==> config.mk <==
export PLATFORM = sky130hd
export DESIGN_NAME = print_seq
export DESIGN_NICKNAME = d
export VERILOG_FILES = /design/src/rtl/print_seq.sv
export SDC_FILE = /design/constraint.sdc
export NUM_CORES = 1
export LEC_CHECK = 0
export CAP_MARGIN = 40
export CORE_AREA = 2 2 39 41
export DETAILED_ROUTE_END_ITERATION = 7
export DIE_AREA = 0 0 41 43
export GPL_ROUTABILITY_DRIVEN = 0
export MAX_ROUTING_LAYER = met4
export PLACE_DENSITY_LB_ADDON = 0.15
export SLEW_MARGIN = 20
export SYNTH_ARGS = -nofsm -noshare
export SYNTH_HDL_FRONTEND = slang
export SYNTH_SLANG_ARGS = --single-unit
export TNS_END_PERCENT = 5
==> constraint.sdc <==
create_clock -name clk -period 4.1 [get_ports clk]
set_input_delay 0.82 -clock clk [delete_from_list [all_inputs] [get_ports clk]]
set_output_delay 0.82 -clock clk [all_outputs]
set_load 0.005 [all_outputs]
==> src/rtl/print_seq.sv <==
// Printer sequencer: issues NUM_MSG consecutive string IDs to a printer, one start
// pulse per string, waiting for printer_done between strings, with optional timeout.
module print_seq #(
    parameter int unsigned STR_ID_W       = 4,
    parameter int unsigned NUM_MSG        = 3,
    parameter int unsigned FIRST_ID       = 0,
    parameter int unsigned TIMEOUT_CYCLES = 0,
    localparam int unsigned MSG_W = (NUM_MSG > 1) ? $clog2(NUM_MSG) : 1
) (
    input  logic                clk,
    input  logic                rst_n,
    input  logic                enable,
    input  logic                abort,
    input  logic                printer_done,
    output logic [STR_ID_W-1:0] printer_str_id,
    output logic                printer_enable,
    output logic [2:0]          seq_state,
    output logic                seq_done,
    output logic                seq_error,
    output logic [MSG_W-1:0]    msg_index
);

    localparam int unsigned CNT_W = (TIMEOUT_CYCLES > 0) ? $clog2(TIMEOUT_CYCLES + 1) : 1;
    localparam logic [CNT_W-1:0]    CNT_LAST  = CNT_W'((TIMEOUT_CYCLES > 0) ? TIMEOUT_CYCLES - 1 : 0);
    localparam logic [MSG_W-1:0]    MSG_LAST  = MSG_W'(NUM_MSG - 1);
    localparam logic [STR_ID_W-1:0] ID_FIRST  = STR_ID_W'(FIRST_ID);
    localparam bit                  TO_ENABLE = (TIMEOUT_CYCLES > 0);

    typedef enum logic [2:0] {
        S_IDLE  = 3'd0,
        S_ISSUE = 3'd1,
        S_WAIT  = 3'd2,
        S_DONE  = 3'd3,
        S_ERROR = 3'd4
    } state_e;

    state_e              state_q, state_d;
    logic [MSG_W-1:0]    msg_index_q, msg_index_d;
    logic [STR_ID_W-1:0] str_id_q, str_id_d;
    logic [CNT_W-1:0]    cnt_q, cnt_d;
    logic                pen_q, pen_d;
    logic                done_q, done_d;
    logic                err_q, err_d;

    // Next-state and registered-output decode; abort outranks every other transition.
    always_comb begin
        state_d     = state_q;
        msg_index_d = msg_index_q;
        str_id_d    = str_id_q;
        cnt_d       = cnt_q;
        if (abort && (state_q != S_IDLE)) begin
            state_d = S_IDLE;
        end else begin
            case (state_q)
                S_IDLE: begin
                    if (enable && !abort) begin
                        state_d     = S_ISSUE;
                        msg_index_d = '0;
                        str_id_d    = ID_FIRST;
                    end
                end
                S_ISSUE: begin
                    state_d = S_WAIT;
                    cnt_d   = '0;
                end
                S_WAIT: begin
                    if (printer_done) begin
                        if (msg_index_q == MSG_LAST) begin
                            state_d = S_DONE;
                        end else begin
                            state_d     = S_ISSUE;
                            msg_index_d = msg_index_q + MSG_W'(1);
                            str_id_d    = str_id_q + STR_ID_W'(1);
                        end
                    end else if (TO_ENABLE) begin
                        if (cnt_q == CNT_LAST) begin
                            state_d = S_ERROR;
                        end else begin
                            cnt_d = cnt_q + CNT_W'(1);
                        end
                    end
                end
                S_DONE: begin
                    state_d = S_IDLE;
                end
                S_ERROR: begin
                    if (!enable) begin
                        state_d = S_IDLE;
                    end
                end
                default: begin
                    state_d = S_IDLE;
                end
            endcase
        end
        pen_d  = (state_d == S_ISSUE);
        done_d = (state_d == S_DONE);
        err_d  = (state_d == S_ERROR);
    end

    always_ff @(posedge clk or negedge rst_n) begin
        if (!rst_n) begin
            state_q     <= S_IDLE;
            msg_index_q <= '0;
            str_id_q    <= ID_FIRST;
            cnt_q       <= '0;
            pen_q       <= 1'b0;
            done_q      <= 1'b0;
            err_q       <= 1'b0;
        end else begin
            state_q     <= state_d;
            msg_index_q <= msg_index_d;
            str_id_q    <= str_id_d;
            cnt_q       <= cnt_d;
            pen_q       <= pen_d;
            done_q      <= done_d;
            err_q       <= err_d;
        end
    end

    assign seq_state      = state_q;
    assign msg_index      = msg_index_q;
    assign printer_str_id = str_id_q;
    assign printer_enable = pen_q;
    assign seq_done       = done_q;
    assign seq_error      = err_q;

endmodule

==> results of run 1 <==
critical path, cell delays in order:
cell and delay [ns]:
clkdlybuf4s50_1 0.45, or3_4 0.40, a221oi_4 0.37, mux2_4 0.34
through the flow:
stage,setup slack (ns),instances
2_1_floorplan,2.143,47
4_1_cts,1.855,83
3_5_place_dp,1.570,79
5_1_grt,1.775,83
3_3_place_gp,1.592,79
6_report,1.859,83
worst paths after layout:
kind | start | to
max in group asynchronous | rst_n | msg_index[0]$_DFFE_PN0P_
min | printer_str_id[3]$_DFFE_PN0P_ | printer_str_id[3]$_DFFE_PN0P_
min in group asynchronous | rst_n | seq_state[0]$_DFF_PN0_
max reg2reg | msg_index[0]$_DFFE_PN0P_ | msg_index[1]$_DFFE_PN0P_
max | abort | msg_index[1]$_DFFE_PN0P_
min reg2reg | printer_str_id[3]$_DFFE_PN0P_ | printer_str_id[3]$_DFFE_PN0P_
area by class of cell:
cell class                      count  area [um2]
Fill cell                         136       613.1
Sequential cell                    12       300.3
Multi-Input combinational cell     33       246.5
Timing Repair Buffer               16       160.2
Clock buffer                        4       36.28
Tap cell                           16       20.02
Inverter                            2       7.507
sequential cells by signal, indices dropped and copies added, names as in the netlist:
name / cells
printer_str_id: 4
seq_error: 1
seq_state: 3
printer_enable: 1
msg_index: 2
seq_done: 1
metal layers:
metal	GRT usage [%]	share of wire, %
met2	22.19	46
met4	4.000	0.87
met1	21.36	49
met3	3.141	4.0
met5	-	0
cell usage in the layout (no fill, tap or decap), drive strengths merged, types with 2 or more instances in the layout:
master	n
clkdlybuf4s50	16
clkbuf	4
nand2	2
inv	2
nor4b	2
o2bb2ai	2
o21ai	4
a21oi	2
nand2b	6
nor2	2
nand3	2
dfrtp	12
ha	2
nor2b	2
report_power, final:
part           switching (mW)  internal (mW)
Sequential            0.00445          0.123
Clock                  0.0391         0.0538
Combinational          0.0163         0.0198
cell families after synthesis:
kind of cell	count (synthesis)
flip-flops	12
AO/OA/AOI/OAI	9
buffers and inverters	2
multiplexers	2
AND/OR/NAND/NOR	20
adder cells (fa/ha/maj)	2
==> results.toml, run 1 <==
[setup_path]
reg2reg_depth = 5
crit_path_start_kind = "input pin"
required_ns = 4.25
r2r_setup_slack_ns = 2.37
worstPathArrival_ns = 2.39
worstSetupPathType = "in -> reg"
endpoint_kind = "flip-flop"
cp_max_fo = 10

[floorplan]
ios = 17
die_x_um = 41
row_count = 14
dieHeight_um = 43
start_util_pct = 40.05
core-area_um2 = 1384
die_area_um2 = 1763

[global_route]
antenna_found_initial = 0
gr-total-overflow = 0
grt_pass1_wl_um = 1759
grt_usage_pct = 15.27
grt_pass1_vias = 400
grt_max_degree = 13

[yosys]
synth_cell_types = 19
netlist_area_um2 = 554.3
synth_edf_count = 0
synth-seq-cells = 12
synth.most_common_cell = "dfrtp_1"
async_reset_ff_share_pct = 100.0
ys_top_cells_by_count = "dfrtp_1, nand2b_1, o21ai_0"
synth.largest_area_cell = "dfrtp_1"
syn_nets = 54
ys_seq_area_share_pct = 54.18
yosysWarnings = 0
synth_area_leaders = "dfrtp_1, nand2b_1, a221oi_4"
synthesis.area_per_instance_um2 = 11.79
synth_top_family_by_area = "simple AND/OR/NAND/NOR gates"
synth_compound_area_share_pct = 13.32
netlist_instances = 47
synth_xor_area_share_pct = 0
yosys.area_share.adder_pct = 4.515
synth-simple-area-share_pct = 22.12
synthMuxAreaShare_pct = 4.515
synthFlopType = "dfrtp_1"
post-synth-top-area-fraction_pct = 54.18

[sta]
hold_viol = 0
tns_ns = 0
period_needed_ns = 2.241
worstMarginPinSlew_ns = 0.5567
hold_slack_ns = 0.5133
grt_setup_unrepaired = "no"
post-route-period-util_pct = 54.67
clock_skew_ns = 0.006628
final_max_slew_viol_count = 0
fmax_ghz = 0.4461
slew_headroom_pct = 62.77
setup_viol = 0

[clock_network]
clk_path_buf_depth = 2
clock_latency_ns = 0.26
numCtsBuffers = 3
postCtsSetupRepairBufs = 0
cts-root-buf = "clkbuf_4"
htreeDepth = 1
ctsHoldBuffers = 0
cts_tree = "done"
cts.sinks = 12
ctsResizeCount = 0
clkTransAtPathRegs_ns = 0.07

[layout]
areaGrowthSynthToFinish_pct = 39.05
final_core_util_pct = 55.70
stdcell_area_um2 = 770.7
drive_above_1_share_pct = 10.45
layout.nets = 75
antennaDiodeCount = 0

[detailed_routing]
drtPass1Iterations = 3
antenna_left = 0
drc = 0
wl_um = 1034
via_count = 412
wl_per_cell_um = 12.46
vias_per_cell = 4.964
drt_iter0_markers = 7

[power]
powerDensity_nw_per_um2 = 333.2
p_leak_nw = 0.3261
power.total_uw = 256.8
vdd.ir_drop.worst_v = 0.0002277

[placement]
numPortBuffers = 16
post_dp_cell_area_um2 = 734.5

[worst_hold_path]
hold_path.class = "reg -> reg"
whs_path_depth = 1

[job]
cap_viol_max_count = 0

[outcome]
status = "completed"
No activity file was read; power rests on OpenSTA's default activity.
==> run 2, diff against run 1 <==
==> constraint.sdc (replaced) <==
create_clock -name clk -period 2.1 [get_ports clk]
set_input_delay 0.42 -clock clk [delete_from_list [all_inputs] [get_ports clk]]
set_output_delay 0.42 -clock clk [all_outputs]
set_load 0.005 [all_outputs]
==> run 2 against run 1 <==
  * Flip-flop and latch count did not move
  * Critical endpoint unchanged
  * Clock skew fell by 0.0023 ns
  * Register-to-register slack got worse by 1.9 ns
  * Die area did not move
  * Critical path depth rose by 1
  * Highest routed layer unchanged
==> results.toml, run 2 (synthesis gave the netlist of run 1 again) <==
[outcome]
status = "completed"

[sta]
fmax_ghz = 0.5817
slew_headroom_pct = 63.80
grt_setup_unrepaired = "no"
clock_skew_ns = 0.004281
worstMarginPinSlew_ns = 0.5412
layout_setup_ws_ns = 0.3810
period_needed_ns = 1.719
hold_viol = 0
post-route-period-util_pct = 81.86
setup_viol = 0
tns_ns = 0
final_max_slew_viol_count = 0

[clock_network]
cts.sinks = 12
ctsHoldBuffers = 0
htreeDepth = 1
postCtsSetupRepairBufs = 0
clkTransAtPathRegs_ns = 0.08
numCtsBuffers = 3
clock_latency_ns = 0.26
clk_path_buf_depth = 2
ctsResizeCount = 0
cts-root-buf = "clkbuf_4"
cts_tree = "done"

[detailed_routing]
antenna_left = 0
drt_iter0_markers = 13
via_count = 443
wl_per_cell_um = 13.03
drtPass1Iterations = 4
vias_per_cell = 5.151
wl_um = 1121
drc = 0

[global_route]
grt_pass1_wl_um = 1994
grt_pass1_vias = 425
grt_max_degree = 13
grt_usage_pct = 17.21
gr-total-overflow = 0
antenna_found_initial = 0

[power]
vdd.ir_drop.worst_v = 0.0003098
powerDensity_nw_per_um2 = 641.4
p_leak_nw = 0.3414

[job]
cap_viol_max_count = 0

[layout]
antennaDiodeCount = 0
areaGrowthSynthToFinish_pct = 43.12
layout.nets = 78
drive_above_1_share_pct = 14.29
final_core_util_pct = 57.32
layout_commonest_cell = "clkdlybuf4s50_1"
final_cell_mix = "clkdlybuf4s50_1, dfrtp_1, nand2b_1, o21ai_0"
largest_reg_flops = 4
stdcell_area_um2 = 793.3
fin_cells = 86

[worst_hold_path]
hold_path.class = "in -> async"

[floorplan]
core-area_um2 = 1384
start_util_pct = 40.05
dieHeight_um = 43
ios = 17
row_count = 14
die_area_um2 = 1763
die_x_um = 41

[setup_path]
crit_family = "buffers and inverters"
cp_slowest_cell = "clkdlybuf4s50_1"
crit_path_start_kind = "input pin"
required_ns = 2.26
max_stage_delay_ns = 0.41
worstPathArrival_ns = 1.88
critPathBufInv = 2
endpoint_kind = "flip-flop"
cp_cell_sequence = "clkdlybuf4s50_1 > or3_4 > a221oi_4 > buf_4 > mux2_4"
cp_max_fo = 3
worstSetupPathType = "in -> reg"

[placement]
post_dp_cell_area_um2 = 757.0
post-place-ws_ns = 0.09568
dp.cells = 82
numPortBuffers = 16
hpwl_um = 874.3
==> run 2: cell types whose count changed in the layout (fill, tap and decap cells not counted) <==
| cell | change |
|---|---|
| buf_4 | +3 |
==> run 2: per-stage QoR <==
stage          total power [mW]  hold WS [ns]
3_5_place_dp             0.3331        0.4983
3_3_place_gp             0.3309        0.4869
2_1_floorplan            0.2864        0.1244
5_1_grt                  0.5431        0.5528
4_1_cts                  0.5164        0.5168
6_report                 0.5088        0.5028
==> run 2: final timing paths <==
| kind | startpoint | to | slack, ns | cells past startpoint |
|---|---|---|---|---|
| max in group asynchronous | rst_n | seq_state[2]$_DFF_PN0_ | 1.24 | 1 |
| worst min register to register | printer_str_id[3]$_DFFE_PN0P_ | printer_str_id[3]$_DFFE_PN0P_ | 0.51 | 1 |
| worst max-delay path | abort | msg_index[1]$_DFFE_PN0P_ | 0.38 | 5 |
| worst min-delay path | rst_n | printer_str_id[2]$_DFFE_PN0P_ | 0.50 | 1 |
| min in group clk | printer_str_id[3]$_DFFE_PN0P_ | printer_str_id[3]$_DFFE_PN0P_ | 0.51 | 1 |
| worst max register to register | msg_index[0]$_DFFE_PN0P_ | msg_index[1]$_DFFE_PN0P_ | 0.43 | 6 |
==> run 2: routing by layer <==
metal	part of all wire (%)	wire length, um	up-vias	track usage (%)
met4	0.80	9	0	4.000
met3	4.9	55	2	4.712
met2	48	535	11	24.38
met5	0	0	-	-
met1	46	521	216	24.16
li1	-	-	214	-
==> run 2: where the power goes <==
part           switching (mW)  internal [mW]  leakage, nW
Sequential            0.00926          0.241        0.165
Combinational          0.0338         0.0436        0.156
Clock                  0.0764          0.105       0.0210
==> run 2: final cells by class <==
| class | instances | area, um2 |
|---|---|---|
| clock buffers | 4 | 36.28 |
| fillers | 137 | 590.6 |
| inverters | 2 | 7.507 |
| multi-input cells | 33 | 246.5 |
| flip-flops and latches | 12 | 300.3 |
| well taps | 16 | 20.02 |
| repair buffers | 19 | 182.7 |
==> run 3, diff against run 2 <==
--- a/config.mk
+++ b/config.mk
@@ -6,9 +6,8 @@
 export NUM_CORES = 1
 export LEC_CHECK = 0
 export CAP_MARGIN = 40
-export CORE_AREA = 2 2 39 41
+export CORE_UTILIZATION = 39
 export DETAILED_ROUTE_END_ITERATION = 7
-export DIE_AREA = 0 0 41 43
 export GPL_ROUTABILITY_DRIVEN = 0
 export MAX_ROUTING_LAYER = met4
 export PLACE_DENSITY_LB_ADDON = 0.15
==> constraint.sdc (replaced) <==
create_clock -name clk -period 1.5 [get_ports clk]
set_input_delay 0.3 -clock clk [delete_from_list [all_inputs] [get_ports clk]]
set_output_delay 0.3 -clock clk [all_outputs]
set_load 0.005 [all_outputs]
==> run 3 against run 2 <==
  * The run now ends with negative setup slack left
  * First-iteration DRC count fell by 54%
  * Clock skew up 0.0021 ns
  * Total power rose by 46%
  * Register-to-register slack worse by 0.49 ns
  * Clock power rose by 40%
  * Utilization grew 12 points
  * Via count grew 11%
  * Worst hold slack lost 0.18 ns
  * Final area up 14%
  * Critical path type is now reg -> reg
==> results.toml, run 3 (synthesis gave the netlist of run 1 again) <==
[global_route]
grt_pass1_vias = 455
grt_pass1_wl_um = 1932
grt_max_degree = 13
grt_usage_pct = 20.42
antenna_found_initial = 0
gr-total-overflow = 0

[setup_path]
cp_slowest_cell = "dfrtp_1"
r2r-start = "seq_state[0]$_DFF_PN0_"
crit_start = "seq_state[0]$_DFF_PN0_"
worstPathArrival_ns = 1.73
critPathBufInv = 1
required_ns = 1.67
crit_family = "compound AO/OA/AOI/OAI gates"
cp_cell_sequence = "or3_4 > a221oi_4 > buf_6 > o21ai_1 > o2bb2ai_2"
endpoint_kind = "flip-flop"
crit_path_start_kind = "flip-flop"
cp_max_fo = 8
worstSetupPathType = "reg -> reg"
max_stage_delay_ns = 0.43

[placement]
hpwl_um = 900.9
post-place-ws_ns = -0.4153
numPortBuffers = 16
dp.cells = 91

[clock_network]
cts_tree = "done"
clock_latency_ns = 0.28
clk_path_buf_depth = 2
ctsHoldBuffers = 0
cts-root-buf = "clkbuf_4"
htreeDepth = 1
clkTransAtPathRegs_ns = 0.08
cts.sinks = 12
numCtsBuffers = 3

[detailed_routing]
drt_iter0_markers = 6
vias_per_cell = 5.072
drtPass1Iterations = 4
wl_um = 1167
antenna_left = 0
drc = 0
wl_per_cell_um = 12.03
via_count = 492

[layout]
fin_cells = 97
ff_latch_area_um2 = 300.3
nFillCells = 103
layout_commonest_cell = "buf_4"
final_core_util_pct = 68.85
areaGrowthSynthToFinish_pct = 63.66
final_cell_mix = "buf_4, dfrtp_1, clkdlybuf4s50_1, nand2b_1, dlygate4sd2_1"
drive_above_1_share_pct = 34.15
multi_input_area_um2 = 265.3
largest_reg_flops = 4
layout.nets = 90
antennaDiodeCount = 0

[outcome]
violations = "negative setup slack"
status = "finished with violations"

[floorplan]
die_area_um2 = 1576
row_count = 13
ios = 17
start_util_pct = 42.07
die_x_um = 39.70
core-area_um2 = 1318
dieHeight_um = 39.70

[sta]
tns_ns = -0.2293
layout_setup_ws_ns = -0.05873
grt_setup_unrepaired = "yes"
period_needed_ns = 1.559
fmax_ghz = 0.6415
slew_headroom_pct = 73.69
setup_viol = 6
worstMarginPinSlew_ns = 0.3891
post-route-period-util_pct = 103.9
final_max_slew_viol_count = 0
hold_viol = 0
clock_skew_ns = 0.006380

[power]
power_switching_share_pct = 23.52
powerDensity_nw_per_um2 = 818.6
power.total_uw = 742.5
p_sw_uw = 174.7
combPwrFrac_pct = 18.8
intPower_uw = 567.9
vdd.ir_drop.worst_v = 0.0005590
clockPowerShare_pct = 34.3
p_leak_nw = 0.4856
seq_power_share_pct = 46.9

[job]
cap_viol_max_count = 0

[worst_hold_path]
hold_path.class = "in -> async"
[run 3: cell types whose count changed in the layout (fill, tap and decap cells not counted), moves of 2 or more]
cell and change:
dlymetal6s2s_1 +3, buf_4 +11, o21ai_1 +2, buf_6 +2
o21ai_0 -2, clkdlybuf4s50_1 -9, dlygate4sd2_1 +5
[run 3: path summary, 6_finish.rpt]
kind / slack [ns] / depth (start not counted) / end
max: -0.06 / 5 / printer_str_id[2]$_DFFE_PN0P_
min: 0.32 / 2 / printer_str_id[3]$_DFFE_PN0P_
max reg2reg: -0.06 / 5 / printer_str_id[2]$_DFFE_PN0P_
min reg2reg: 0.50 / 1 / printer_str_id[3]$_DFFE_PN0P_
max in group asynchronous: 1.02 / 2 / msg_index[0]$_DFFE_PN0P_
min in group clk: 0.50 / 1 / printer_str_id[3]$_DFFE_PN0P_
[run 3: routing by layer]
metal / vias to the layer above / part of all wire [%] / GRT usage [%]
li1: 240 / - / -
met1: 230 / 46 / 24.11
met2: 18 / 46 / 29.10
met3: 4 / 6.3 / 9.659
met4: 0 / 2.0 / 9.483
met5: - / 0 / -
[run 3: what timing repair did]
item | in CTS | in global routing
gates cloned | 0 | 0
resized for setup | 11 | 6
endpoints found under the setup margin | 12 | 9
pin swaps | 1 | 1
setup buffers | 1 | 1
[run 3: stage by stage]
step	hold slack [ns]	cell area (um2)
final	0.3181	907.1
after global routing	0.3321	907.1
after CTS	0.3183	883.3
after detailed placement	0.4978	838.3
after global placement	0.4959	838.3
after floorplan	0.004409	561.8
[run 3: area by class of cell]
class | count | share of cell area (%)
sequential | 12 | 33.10
timing repair buffer | 31 | 30.76
multi-input combinational | 33 | 29.24
clock buffer | 4 | 4.000
tap | 15 | 2.069
inverter | 2 | 0.8276
[run 3: power by group through the flow]
stage	clock network (mW)	logic, mW	registers [mW]
5_1_grt	0.281	0.156	0.350
4_1_cts	0.264	0.137	0.348
3_3_place_gp	0	0.135	0.354
2_1_floorplan	0	0.0469	0.356
6_report	0.255	0.139	0.349
3_5_place_dp	0	0.136	0.354
